--- config.mk ---
export PLATFORM = sky130hd
export DESIGN_NAME = alu_arbiter
export DESIGN_NICKNAME = d
export VERILOG_FILES = /design/src/rtl/alu_arbiter_pkg.sv /design/src/rtl/alu_arbiter_rr.sv /design/src/rtl/alu_arbiter.sv
export SDC_FILE = /design/constraint.sdc
export NUM_CORES = 1
export LEC_CHECK = 0
export ABC_AREA = 1
export BUFFER_PORTS_ARGS = -buffer_cell sky130_fd_sc_hd__buf_2
export CAP_MARGIN = 40
export CORE_ASPECT_RATIO = 0.5
export CORE_MARGIN = 5
export CORE_UTILIZATION = 40
export CTS_BUF_LIST = sky130_fd_sc_hd__clkbuf_16
export DETAILED_ROUTE_END_ITERATION = 10
export GPL_TIMING_DRIVEN = 0
export PLACE_DENSITY = 0.77
export SYNTH_ARGS = -nofsm -noshare
export SYNTH_HDL_FRONTEND = slang
export SYNTH_HIERARCHICAL = 1
export SYNTH_SLANG_ARGS = --single-unit
--- constraint.sdc ---
create_clock -name clk -period 1.95 [get_ports clk]
set_input_delay 0.195 -clock clk [delete_from_list [all_inputs] [get_ports clk]]
set_output_delay 0.195 -clock clk [all_outputs]
set_load 0.1 [all_outputs]
--- src/rtl/alu_arbiter_pkg.sv ---
// Shared definitions for the ALU arbiter: FSM encoding, ALU opcode values
// and a small helper turning a requester index into a per-requester mask.
package alu_arbiter_pkg;

  typedef enum logic [1:0] {
    IDLE = 2'd0,
    EXEC = 2'd1,
    RESP = 2'd2
  } state_t;

  localparam logic [2:0] OP_PASSA = 3'b000;
  localparam logic [2:0] OP_NOTA  = 3'b001;
  localparam logic [2:0] OP_ADD   = 3'b010;
  localparam logic [2:0] OP_SUB   = 3'b011;
  localparam logic [2:0] OP_AND   = 3'b100;
  localparam logic [2:0] OP_OR    = 3'b101;
  localparam logic [2:0] OP_NEGA  = 3'b110;
  localparam logic [2:0] OP_NEGB  = 3'b111;

  function automatic logic [1:0] idx_to_mask(input logic idx);
    return idx ? 2'b10 : 2'b01;
  endfunction

endpackage

--- src/rtl/alu_arbiter_rr.sv ---
// Two-way round-robin grant: when both request, the one not served last
// wins; a lone requester always wins.
module rr_arbiter2 (
  input  logic [1:0] req,
  input  logic       last,
  output logic       gnt,
  output logic       any
);

  always_comb begin
    any = |req;
    gnt = 1'b0;
    if (req == 2'b11) begin
      gnt = ~last;
    end else if (req[1]) begin
      gnt = 1'b1;
    end
  end

endmodule

--- src/rtl/alu_arbiter.sv ---
// Shares one external ALU between two requesters: round-robin accept,
// registered operands, one-cycle execute, then held response handshake.
module alu_arbiter
  import alu_arbiter_pkg::*;
#(
  parameter int WIDTH = 16,
  parameter int OPW   = 3
) (
  input  logic             clk,
  input  logic             rst_n,
  input  logic [1:0]       req_valid,
  output logic [1:0]       req_ready,
  input  logic [WIDTH-1:0] req_a0,
  input  logic [WIDTH-1:0] req_a1,
  input  logic [WIDTH-1:0] req_b0,
  input  logic [WIDTH-1:0] req_b1,
  input  logic [OPW-1:0]   req_op0,
  input  logic [OPW-1:0]   req_op1,
  output logic [1:0]       rsp_valid,
  input  logic [1:0]       rsp_ready,
  output logic [WIDTH-1:0] rsp_y,
  output logic             rsp_zero,
  output logic [WIDTH-1:0] alu_a,
  output logic [WIDTH-1:0] alu_b,
  output logic [OPW-1:0]   alu_op,
  input  logic [WIDTH-1:0] alu_y,
  input  logic             alu_zero
);

  state_t           state_q, state_d;
  logic             last_q, last_d;
  logic             gnt_q, gnt_d;
  logic [WIDTH-1:0] alu_a_q, alu_a_d;
  logic [WIDTH-1:0] alu_b_q, alu_b_d;
  logic [OPW-1:0]   alu_op_q, alu_op_d;
  logic [WIDTH-1:0] rsp_y_q, rsp_y_d;
  logic             rsp_zero_q, rsp_zero_d;

  logic             arb_gnt;
  logic             arb_any;

  rr_arbiter2 u_rr (
    .req  (req_valid),
    .last (last_q),
    .gnt  (arb_gnt),
    .any  (arb_any)
  );

  always_comb begin
    state_d    = state_q;
    last_d     = last_q;
    gnt_d      = gnt_q;
    alu_a_d    = alu_a_q;
    alu_b_d    = alu_b_q;
    alu_op_d   = alu_op_q;
    rsp_y_d    = rsp_y_q;
    rsp_zero_d = rsp_zero_q;
    req_ready  = 2'b00;
    rsp_valid  = 2'b00;

    case (state_q)
      IDLE: begin
        if (arb_any) begin
          req_ready = idx_to_mask(arb_gnt);
          gnt_d     = arb_gnt;
          alu_a_d   = arb_gnt ? req_a1  : req_a0;
          alu_b_d   = arb_gnt ? req_b1  : req_b0;
          alu_op_d  = arb_gnt ? req_op1 : req_op0;
          state_d   = EXEC;
        end
      end
      EXEC: begin
        rsp_y_d    = alu_y;
        rsp_zero_d = alu_zero;
        state_d    = RESP;
      end
      RESP: begin
        rsp_valid = idx_to_mask(gnt_q);
        // The loser's rsp_ready is deliberately ignored here.
        if (rsp_ready[gnt_q]) begin
          last_d  = gnt_q;
          state_d = IDLE;
        end
      end
      default: begin
        state_d = IDLE;
      end
    endcase
  end

  // last resets to 1 so requester 0 wins the first contention.
  always_ff @(posedge clk or negedge rst_n) begin
    if (!rst_n) begin
      state_q    <= IDLE;
      last_q     <= 1'b1;
      gnt_q      <= 1'b0;
      alu_a_q    <= '0;
      alu_b_q    <= '0;
      alu_op_q   <= '0;
      rsp_y_q    <= '0;
      rsp_zero_q <= 1'b0;
    end else begin
      state_q    <= state_d;
      last_q     <= last_d;
      gnt_q      <= gnt_d;
      alu_a_q    <= alu_a_d;
      alu_b_q    <= alu_b_d;
      alu_op_q   <= alu_op_d;
      rsp_y_q    <= rsp_y_d;
      rsp_zero_q <= rsp_zero_d;
    end
  end

  assign alu_a    = alu_a_q;
  assign alu_b    = alu_b_q;
  assign alu_op   = alu_op_q;
  assign rsp_y    = rsp_y_q;
  assign rsp_zero = rsp_zero_q;

endmodule

==> results by group <==
Run
  • Max cap viols: 0

Logic synthesis
  • Post-synthesis cell area: 2700 µm²
  • Syn_nets: 454
  • Cells after Synth: 361
  • Syn. warnings: 6
  • Register area share after synthesis: 52.0%
  • Post-synthesis cell type count: 20
  • Syn avg cell area: 7.47 µm²
  • Synth Register Bits: 56

CTS
  • Skew-Pair Late Insertion Delay: 290 ps
  • Clock Path Buffers: 2
  • H-tree Lvls: 2
  • Post-CTS setup repair buffer count: 0
  • CTS tree: done
  • Clock sink count: 56
  • CTS Buf Count: 5
  • CTS clk-pin slew, worst paths: 70 ps
  • Clock Tree Root: clkbuf_16

Global routing
  • Global-route wire length before repair: 11400 µm
  • Gr ovfl total: 0
  • Initial antenna violation count: 0
  • Tot GR Track Use: 16.6%
  • Largest net degree at the start of global routing: 31
  • Via count of the first global-routing pass: 2373

Layout
  • Final layout net count: 610
  • Fraction of layout cells with a size suffix above 1: 34.9%
  • Number of fill cells: 657
  • Antenna fix cells: 0
  • Area Growth Syn to Fin: 38.9%

Timing
  • Final setup violation count: 0
  • Clock skew: 5.56 ps
  • Rel. slew slack: 54.1%
  • Slew of the pin with the lowest slew margin: 689 ps
  • RSZ-0062 raised after global routing: false
  • Fmax: 533 MHz
  • Fin Setup TNS: 0 ps
  • Hold Vio Cnt, Final: 0
  • Minimum clock period: 1880 ps
  • Fin crit share: 96.2%
  • Slew Limit Fails: 0

Critical path
  • Startpoint Class: flip-flop
  • Reg-to-Reg End: alu_b[1]
  • CP Cell Sequence: a21oi_1 -> buf_4 -> clkbuf_2 -> nor2_4 -> buf_6
  • CP max stage cell: dfstp_2
  • Kind of critical path: flip-flop to output port
  • Largest stage delay, worst path: 530 ps
  • R2R depth: 8
  • Crit path DAT: 1680 ps
  • Crit Path Max Fanout: 10
  • CP bufs+invs: 3
  • RR Startpoint: last_q
  • Worst setup EP type: output port
  • Setup slack, reg-to-reg: 330 ps
  • Critical Path RT: 1750 ps
  • Crit. Startpoint: last_q
  • Critical path's top delay family: buffers and inverters

Die
  • Die area: 8590 µm²
  • # rows: 21
  • DIE WIDTH: 126 µm
  • Initial Util: 40.7%
  • Core footprint: 6620 µm²
  • Height of the die: 68.1 µm
  • I/O pin total: 149

Routing
  • Via count: 2706
  • Routed wire per std cell: 12.0 µm
  • Drt first-iter violations: 133
  • Routed Antenna Nets: 0
  • DRC: 0
  • DR vias/cell: 4.44
  • Routed WL: 7320 µm
  • Drt pass-1 iters: 4

Place
  • HPWL after DPL: 5710 µm
  • PortBufs: 148
  • Gp weighted congestion: 0.798

Hold path
  • Worst Hold Path Cells: 3
  • Min-delay worst type: primary input to flip-flop
  • Hold path start: rsp_ready[1]
  • Hold EP: last_q

Outcome
  • Status: completed
[worst register-to-register path, stage by stage (launching register included)]
cell and delay, ps:
dfstp_2 530, a21oi_1 60, buf_4 170, inv_2 250
buf_2 300, nand2_1 80, nand2_1 60, nand2_1 50
nand2_1 60
[final cells by class]
| class | instances | area [µm²] | area share, % |
|---|---|---|---|
| plain buffers | 16 | 141 | 3.77 |
| clock buffers | 5 | 125 | 3.34 |
| clock inverters | 3 | 15.0 | 0.401 |
| inverters | 6 | 25.0 | 0.668 |
| multi-input cells | 282 | 1140 | 30.4 |
| flip-flops and latches | 56 | 1400 | 37.4 |
| well taps | 92 | 115 | 3.07 |
| repair buffers | 150 | 783 | 20.9 |
[per-stage QoR]
stage          cell area [µm²]  worst slack, ps  cells  hold WS [ps]  utilization (%)
4_1_cts                   3750             11.9    611           117             56.6
3_5_place_dp              3590              112    602           277             54.2
2_1_floorplan             2710             51.2    361          -101                -
3_3_place_gp              3570              101    601           415             53.9
5_1_grt                   3750             22.7    610           114             56.6
6_report                  3750             74.5    610           120             56.6
[sequential cells by signal, indices dropped and copies added (netlist names)]
| name | count |
|---|---|
| alu_a | 16 |
| alu_b | 16 |
| rsp_y | 16 |
| alu_op | 3 |
| state_q | 2 |
| gnt_q | 1 |
| last_q | 1 |
| rsp_zero | 1 |
[metal layers]
| layer | vias to the layer above | routed length [µm] | part of all wire [%] | GRT usage [%] |
|---|---|---|---|---|
| met1 | 1250 | 3120 | 43 | 20.6 |
| met3 | 7 | 335 | 4.6 | 3.43 |
| met2 | 52 | 3790 | 52 | 30.3 |
| met4 | 0 | 75 | 1.0 | 4.14 |
| li1 | 1397 | - | - | - |
| met5 | - | 0 | 0 | 0 |
[synth_stat cells]
| cell type | instances | share of area [%] |
|---|---|---|
| buf_2 | 5 | 0.93 |
| nand2_2 | 1 | 0.23 |
| dfrtp_1 | 55 | 51 |
| nand2_4 | 1 | 0.42 |
| clkbuf_1 | 3 | 0.42 |
| buf_6 | 5 | 2.1 |
| inv_4 | 1 | 0.23 |
| inv_1 | 3 | 0.42 |
| or2_1 | 1 | 0.23 |
| nor2_8 | 1 | 0.74 |
| o21ai_0 | 1 | 0.19 |
| nand3_4 | 1 | 0.65 |
| a21oi_1 | 1 | 0.19 |
| inv_2 | 2 | 0.28 |
| buf_4 | 1 | 0.28 |
| nand3_1 | 17 | 3.2 |
| nand2_1 | 252 | 35 |
| buf_8 | 3 | 1.7 |
| nor2_1 | 6 | 0.83 |
| dfstp_2 | 1 | 0.97 |
[cell usage in the layout, fill, tap and decap left out]
cell type and instances:
nand2_4 1, or2_1 1, nor2_4 1, nor2_8 1, inv_4 1, buf_12 1, dfrtp_1 55, buf_6 7
clkbuf_2 1, nand2_2 1, nand3_4 1, buf_8 3, clkbuf_16 5, clkbuf_1 2, dlygate4sd3_1 1, nor2_1 2
o21ai_0 1, buf_2 150, clkinvlp_4 1, clkinv_1 1, dfstp_2 1, inv_1 4, nor2_2 3, buf_4 1
nand2_1 252, inv_2 2, nand3_1 17, a21oi_1 1
[repair_timing]
item | CTS | global route
gates resized for setup | 4 | 1
endpoints found under the hold margin | 29 | 0
hold buffers | 1 | 0
endpoints found under the setup margin | 2 | 1
pin swaps | 0 | 0
[cell families (layout without fill, tap and decap cells)]
family,count (synthesis),after routing,share of synthesized area [%]
DFF,56,56,52.0
and+or+nand+nor,280,280,41.3
buffers and inverters,23,180,6.31
AOI/OAI and AO/OA,2,2,0.371
[how the worst max path moves through the flow]
stage | slack [ps] | endpoint | cells after the start
5_1_grt | 20 | req_ready[0] | 5
3_3_place_gp | 100 | req_ready[0] | 5
3_5_place_dp | 110 | req_ready[0] | 5
6_report | 70 | req_ready[0] | 5
4_1_cts | 10 | req_ready[1] | 6
2_1_floorplan | 50 | req_ready[1] | 4
Power is left out: the tool's default activity adds up to more than one toggle a clock period on the data nets, which glitch-free logic cannot reach.
